**src/rtl/eth_firewall.sv**
```systemverilog
`default_nettype none
// ============================================================================
// Module   : eth_firewall
// Purpose  : RMII receive-path filter. Strips the 14-byte Ethernet header
//            from a bit-ordered dibit stream and forwards payload + FCS only
//            for frames addressed to this board (or broadcast), optionally
//            also requiring a matching EtherType. Emits one-cycle
//            accept/drop status pulses.
// Revision : 1.0 - initial release
// ============================================================================
module eth_firewall #(
  parameter logic [47:0] MAC_ADDR     = 48'h69_69_5A_06_54_91,
  parameter bit          ACCEPT_BCAST = 1'b1,
  parameter bit          CHECK_ETYPE  = 1'b0,
  parameter logic [15:0] ETYPE        = 16'h0800
) (
  input  logic       clk,
  input  logic       rst,       // asynchronous, active-low
  input  logic       axiiv,
  input  logic [1:0] axiid,
  output logic       axiov,
  output logic [1:0] axiod,
  output logic       accept_p,
  output logic       drop_p
);

  // Header layout in dibits: dst MAC 0..23, src MAC 24..47, EtherType 48..55.
  localparam logic [5:0] c_dst_end  = 6'd24;
  localparam logic [5:0] c_et_first = 6'd48;
  localparam logic [5:0] c_hdr_last = 6'd55;
  localparam logic [5:0] c_cnt_max  = 6'd56;

  typedef enum logic [1:0] {
    S_HDR  = 2'd0,
    S_PASS = 2'd1,
    S_DROP = 2'd2
  } state_t;

  state_t      r_state;
  logic [5:0]  r_cnt;
  logic        r_uc_ok;
  logic        r_bc_ok;
  logic        r_et_ok;

  logic [47:0] w_mac_sh;
  logic [15:0] w_et_sh;
  logic [5:0]  w_et_idx;
  logic        w_in_dst;
  logic        w_in_et;
  logic        w_uc_nxt;
  logic        w_bc_nxt;
  logic        w_et_nxt;
  logic        w_pass;

  // Shift the reference fields so the dibit expected at the current index
  // always sits in the top two bits; out-of-range shifts harmlessly give 0.
  assign w_et_idx = r_cnt - c_et_first;
  assign w_mac_sh = MAC_ADDR << {r_cnt, 1'b0};
  assign w_et_sh  = ETYPE << {w_et_idx, 1'b0};

  assign w_in_dst = (r_cnt < c_dst_end);
  assign w_in_et  = (r_cnt >= c_et_first) && (r_cnt <= c_hdr_last);

  // Flag values including the dibit being sampled now, so the decision at
  // index 55 sees the final EtherType dibit.
  assign w_uc_nxt = r_uc_ok & ~(w_in_dst & (axiid != w_mac_sh[47:46]));
  assign w_bc_nxt = r_bc_ok & ~(w_in_dst & (axiid != 2'b11));
  assign w_et_nxt = r_et_ok & ~(w_in_et  & (axiid != w_et_sh[15:14]));

  assign w_pass = (w_uc_nxt | (ACCEPT_BCAST & w_bc_nxt)) &
                  (~CHECK_ETYPE | w_et_nxt);

  // Header parser, accept/drop FSM and registered forwarding path.
  always_ff @(posedge clk or negedge rst) begin
    if (!rst) begin
      r_state  <= S_HDR;
      r_cnt    <= 6'd0;
      r_uc_ok  <= 1'b1;
      r_bc_ok  <= 1'b1;
      r_et_ok  <= 1'b1;
      axiov    <= 1'b0;
      axiod    <= 2'b00;
      accept_p <= 1'b0;
      drop_p   <= 1'b0;
    end else begin
      axiov    <= 1'b0;
      axiod    <= 2'b00;
      accept_p <= 1'b0;
      drop_p   <= 1'b0;
      if (!axiiv) begin
        // Any idle cycle ends the frame, whatever state we were in.
        r_state <= S_HDR;
        r_cnt   <= 6'd0;
        r_uc_ok <= 1'b1;
        r_bc_ok <= 1'b1;
        r_et_ok <= 1'b1;
      end else begin
        if (r_cnt != c_cnt_max) begin
          r_cnt <= r_cnt + 6'd1;
        end
        case (r_state)
          S_HDR: begin
            r_uc_ok <= w_uc_nxt;
            r_bc_ok <= w_bc_nxt;
            r_et_ok <= w_et_nxt;
            if (r_cnt == c_hdr_last) begin
              if (w_pass) begin
                r_state  <= S_PASS;
                accept_p <= 1'b1;
              end else begin
                r_state <= S_DROP;
                drop_p  <= 1'b1;
              end
            end
          end
          S_PASS: begin
            axiov <= 1'b1;
            axiod <= axiid;
          end
          S_DROP: begin
            // Swallow the rest of the frame.
          end
          default: begin
            r_state <= S_HDR;
          end
        endcase
      end
    end
  end

endmodule
`default_nettype wire

```
**config.mk**
```make
export PLATFORM = sky130hd
export DESIGN_NAME = eth_firewall
export DESIGN_NICKNAME = d
export VERILOG_FILES = /design/src/rtl/eth_firewall.sv
export SDC_FILE = /design/constraint.sdc
export NUM_CORES = 1
export LEC_CHECK = 0
export CAP_MARGIN = 10
export CORE_MARGIN = 1
export CORE_UTILIZATION = 35
export CTS_CLUSTER_DIAMETER = 40
export CTS_CLUSTER_SIZE = 24
export DETAILED_ROUTE_END_ITERATION = 16
export MAX_ROUTING_LAYER = met4
export PLACE_DENSITY = 0.6
export SLEW_MARGIN = 30
export SYNTH_ARGS = -nofsm -noshare
export SYNTH_HDL_FRONTEND = slang
export SYNTH_SLANG_ARGS = --single-unit
```
**constraint.sdc**
```tcl
create_clock -name clk -period 4.7 [get_ports clk]
set_input_delay 0.705 -clock clk [delete_from_list [all_inputs] [get_ports clk]]
set_output_delay 0.705 -clock clk [all_outputs]
set_load 0.03 [all_outputs]
```
==> key figures <==
Outcome
  • Run status: completed

Global route
  • GRT Residual Overflow: 0
  • Largest net degree at the start of global routing: 16
  • Initial antenna violation count: 0
  • Global-route wire length before repair: 2710 um
  • Vias in the first global route: 610
  • GRT Overall Usage: 14.1%

STA
  • Setup violators final: 0
  • Max Clock Freq: 0.505 GHz
  • Final Skew: 0.00192 ns
  • Final Hold Viols: 0
  • Final period util: 42.2%
  • Worst-Margin Slew: 0.644 ns
  • RSZ-0062 raised after global routing: false
  • Slew HR: 57.0%
  • Max Transition Viols Final: 0
  • Final critical-path required period: 1.98 ns
  • Setup tns final: 0 ns

Finish
  • # nets final: 111
  • Layout cells sized above 1: 16.0%
  • Layout area overhead: 14.8%
  • Commonest cells after routing, fill and taps aside: dfrtp_1, nand2_1, clkdlybuf4s50_1
  • Antenna diodes: 0
  • Final core utilization: 44.4%
  • Post-Layout Inst Area: 1020 um^2
  • Commonest non-fill, non-tap cell in the layout: dfrtp_1

Synth
  • Post-Syn Area per Cell: 9.87 um^2
  • Yosys warnings: 0
  • Syn_nets: 100
  • Xor/xnor share of the synthesized area: 3.94%
  • Post-synth EDFFs: 0
  • Adder and majority cell fraction of the synthesized area: 7.04%
  • Simple-Gate Fraction of Synth Area: 23.9%
  • Asr flop ratio synth: 100%
  • Largest family of logic cells by synthesized area: simple AND/OR/NAND/NOR gates
  • Synth Register Bits: 15
  • Ys flop type: dfrtp_1
  • Synthesized area: 888 um^2
  • Synth top area cells: dfrtp_1, ha_1, dfstp_2, nand2_1, a2111oi_4
  • Seq/Total Area, Yosys: 42.5%
  • Cell taking the most area after synthesis: dfrtp_1
  • Synth Instances: 90
  • Share of the synthesized area in the top cell type: 36.6%
  • Post-synthesis compound-gate area fraction: 16.1%
  • Synth unique cells: 35
  • Post-synthesis mux area share: 1.27%

Clock network
  • Post-CTS resize count: 0
  • Setup repair bufs after CTS: 0
  • Clk Latency, worst-skew pair: 0.28 ns
  • CTS H-tree lvls: 1
  • TritonCTS clock tree: yes
  • # clock sinks: 15
  • Hold_buf cts: 0
  • Max Root-Sink Buffers: 2
  • Clock-pin slew on the worst setup and hold paths: 0.09 ns
  • Total CTS buffers: 3
  • CTS Root Cell: clkbuf_4

Die
  • Number of I/O pins: 10
  • Initial Util: 38.7%
  • Row cnt: 17
  • Die width: 52.4 um
  • Placeable Area: 2300 um^2
  • Die area: 2740 um^2
  • Die H: 52.4 um

Placement
  • Area after DPL: 993 um^2
  • DP HPWL: 1140 um
  • PortBufs: 9
  • GPL Wtd Cong: 0.772

Pwr
  • Combinational Power Share: 14.1%
  • Leak: 0.448 nW
  • Power Density: 243 nW/um^2
  • P_sw: 0.0000624 W
  • P_int: 0.000185 W
  • Sw Share: 25.2%
  • Worst VDD drop: 143 uV
  • Seq pwr share: 56.5%
  • Clock share of power: 29.4%

Critical path
  • CP endpoint kind: output port
  • CP Launch Type: register
  • CP peak stage delay: 0.67 ns
  • Crit-path slowest cell: clkdlybuf4s50_1
  • Crit path DAT: 1.28 ns
  • Worst-path fanout max: 1
  • Flop2flop setup slack: 2.78 ns
  • Critical-path cell list: clkdlybuf4s50_1
  • CP delay by family, top: buffers and inverters
  • CP Class: reg2out
  • Worst Path Buf+Inv: 1
  • CP required: 3.99 ns

Routing
  • Drt initial violations: 5
  • ANT nets after route: 0
  • Drt total wl: 1500 um
  • Via density: 5.09
  • DRC: 0
  • DR vias: 652
  • DR pass1 iterations: 4
  • WL per Instance: 11.7 um

Min path
  • Worst Hold Class: reg2reg

Flow run
  • Maxcap violations: 0
[metrics by stage]
stage	setup slack, ns	hold WS (ns)	total power, W	instances
after floorplan	2.95	0.409	0.000167	90
after global routing	2.65	0.521	0.000264	128
final	2.72	0.481	0.000247	128
after detailed placement	2.50	0.470	0.000178	124
after global placement	2.58	0.469	0.000177	124
after CTS	2.70	0.485	0.000252	128
[final timing paths]
check                         start         end  cells after the start
max in group asynchronous       rst    r_cnt[4]                      1
setup / recovery           accept_p    accept_p                      1
hold reg to reg             r_bc_ok     r_bc_ok                      2
min in group asynchronous       rst    axiod[0]                      1
hold / removal              r_bc_ok     r_bc_ok                      2
setup reg to reg           r_cnt[1]  r_state[1]                      6
[power groups by stage]
stage	combinational, W	sequential, W	clock (W)
final	0.0000349	0.000140	0.0000727
after CTS	0.0000357	0.000140	0.0000764
after detailed placement	0.0000354	0.000142	0
after global routing	0.0000409	0.000141	0.0000818
after floorplan	0.0000270	0.000140	0
after global placement	0.0000352	0.000142	0
[registers in the layout, summed over array words and instances, names as in the netlist]
register / count
axiod: 2
r_cnt: 6
accept_p: 1
axiov: 1
r_state: 2
r_uc_ok: 1
drop_p: 1
r_bc_ok: 1
[synthesized netlist by cell type (2+ instances only)]
| cell type | count |
|---|---|
| ha_1 | 5 |
| and2_1 | 4 |
| and3_1 | 3 |
| inv_1 | 7 |
| nor2b_1 | 4 |
| nand2_1 | 10 |
| or3_1 | 2 |
| xnor2_1 | 3 |
| nor2_1 | 3 |
| a21oi_1 | 2 |
| dfrtp_1 | 13 |
| o21ai_0 | 3 |
| o22ai_1 | 2 |
| nand3_1 | 5 |
| or2_2 | 3 |
| dfstp_2 | 2 |
[kinds of logic after synthesis]
group	after synthesis
AO/OA/AOI/OAI	16
XOR/XNOR	4
adder cells (fa/ha/maj)	5
buffers and inverters	10
flip-flops	15
multiplexers	1
AND/OR/NAND/NOR	39
[metal layers]
| layer | GRT usage, % | up-vias | share of wire [%] |
|---|---|---|---|
| met3 | 1.74 | 4 | 2.6 |
| li1 | - | 332 | - |
| met4 | 10.1 | 0 | 2.8 |
| met5 | - | - | 0 |
| met2 | 19.2 | 13 | 43 |
| met1 | 19.2 | 303 | 51 |
[area by class of cell]
class	instances	area [um^2]
inverters	7	26.3
well taps	28	35.0
fillers	234	1280
repair buffers	9	90.1
flip-flops and latches	15	378
clock buffers	4	26.3
multi-input cells	65	464
Power figures use the tool's default switching activity.
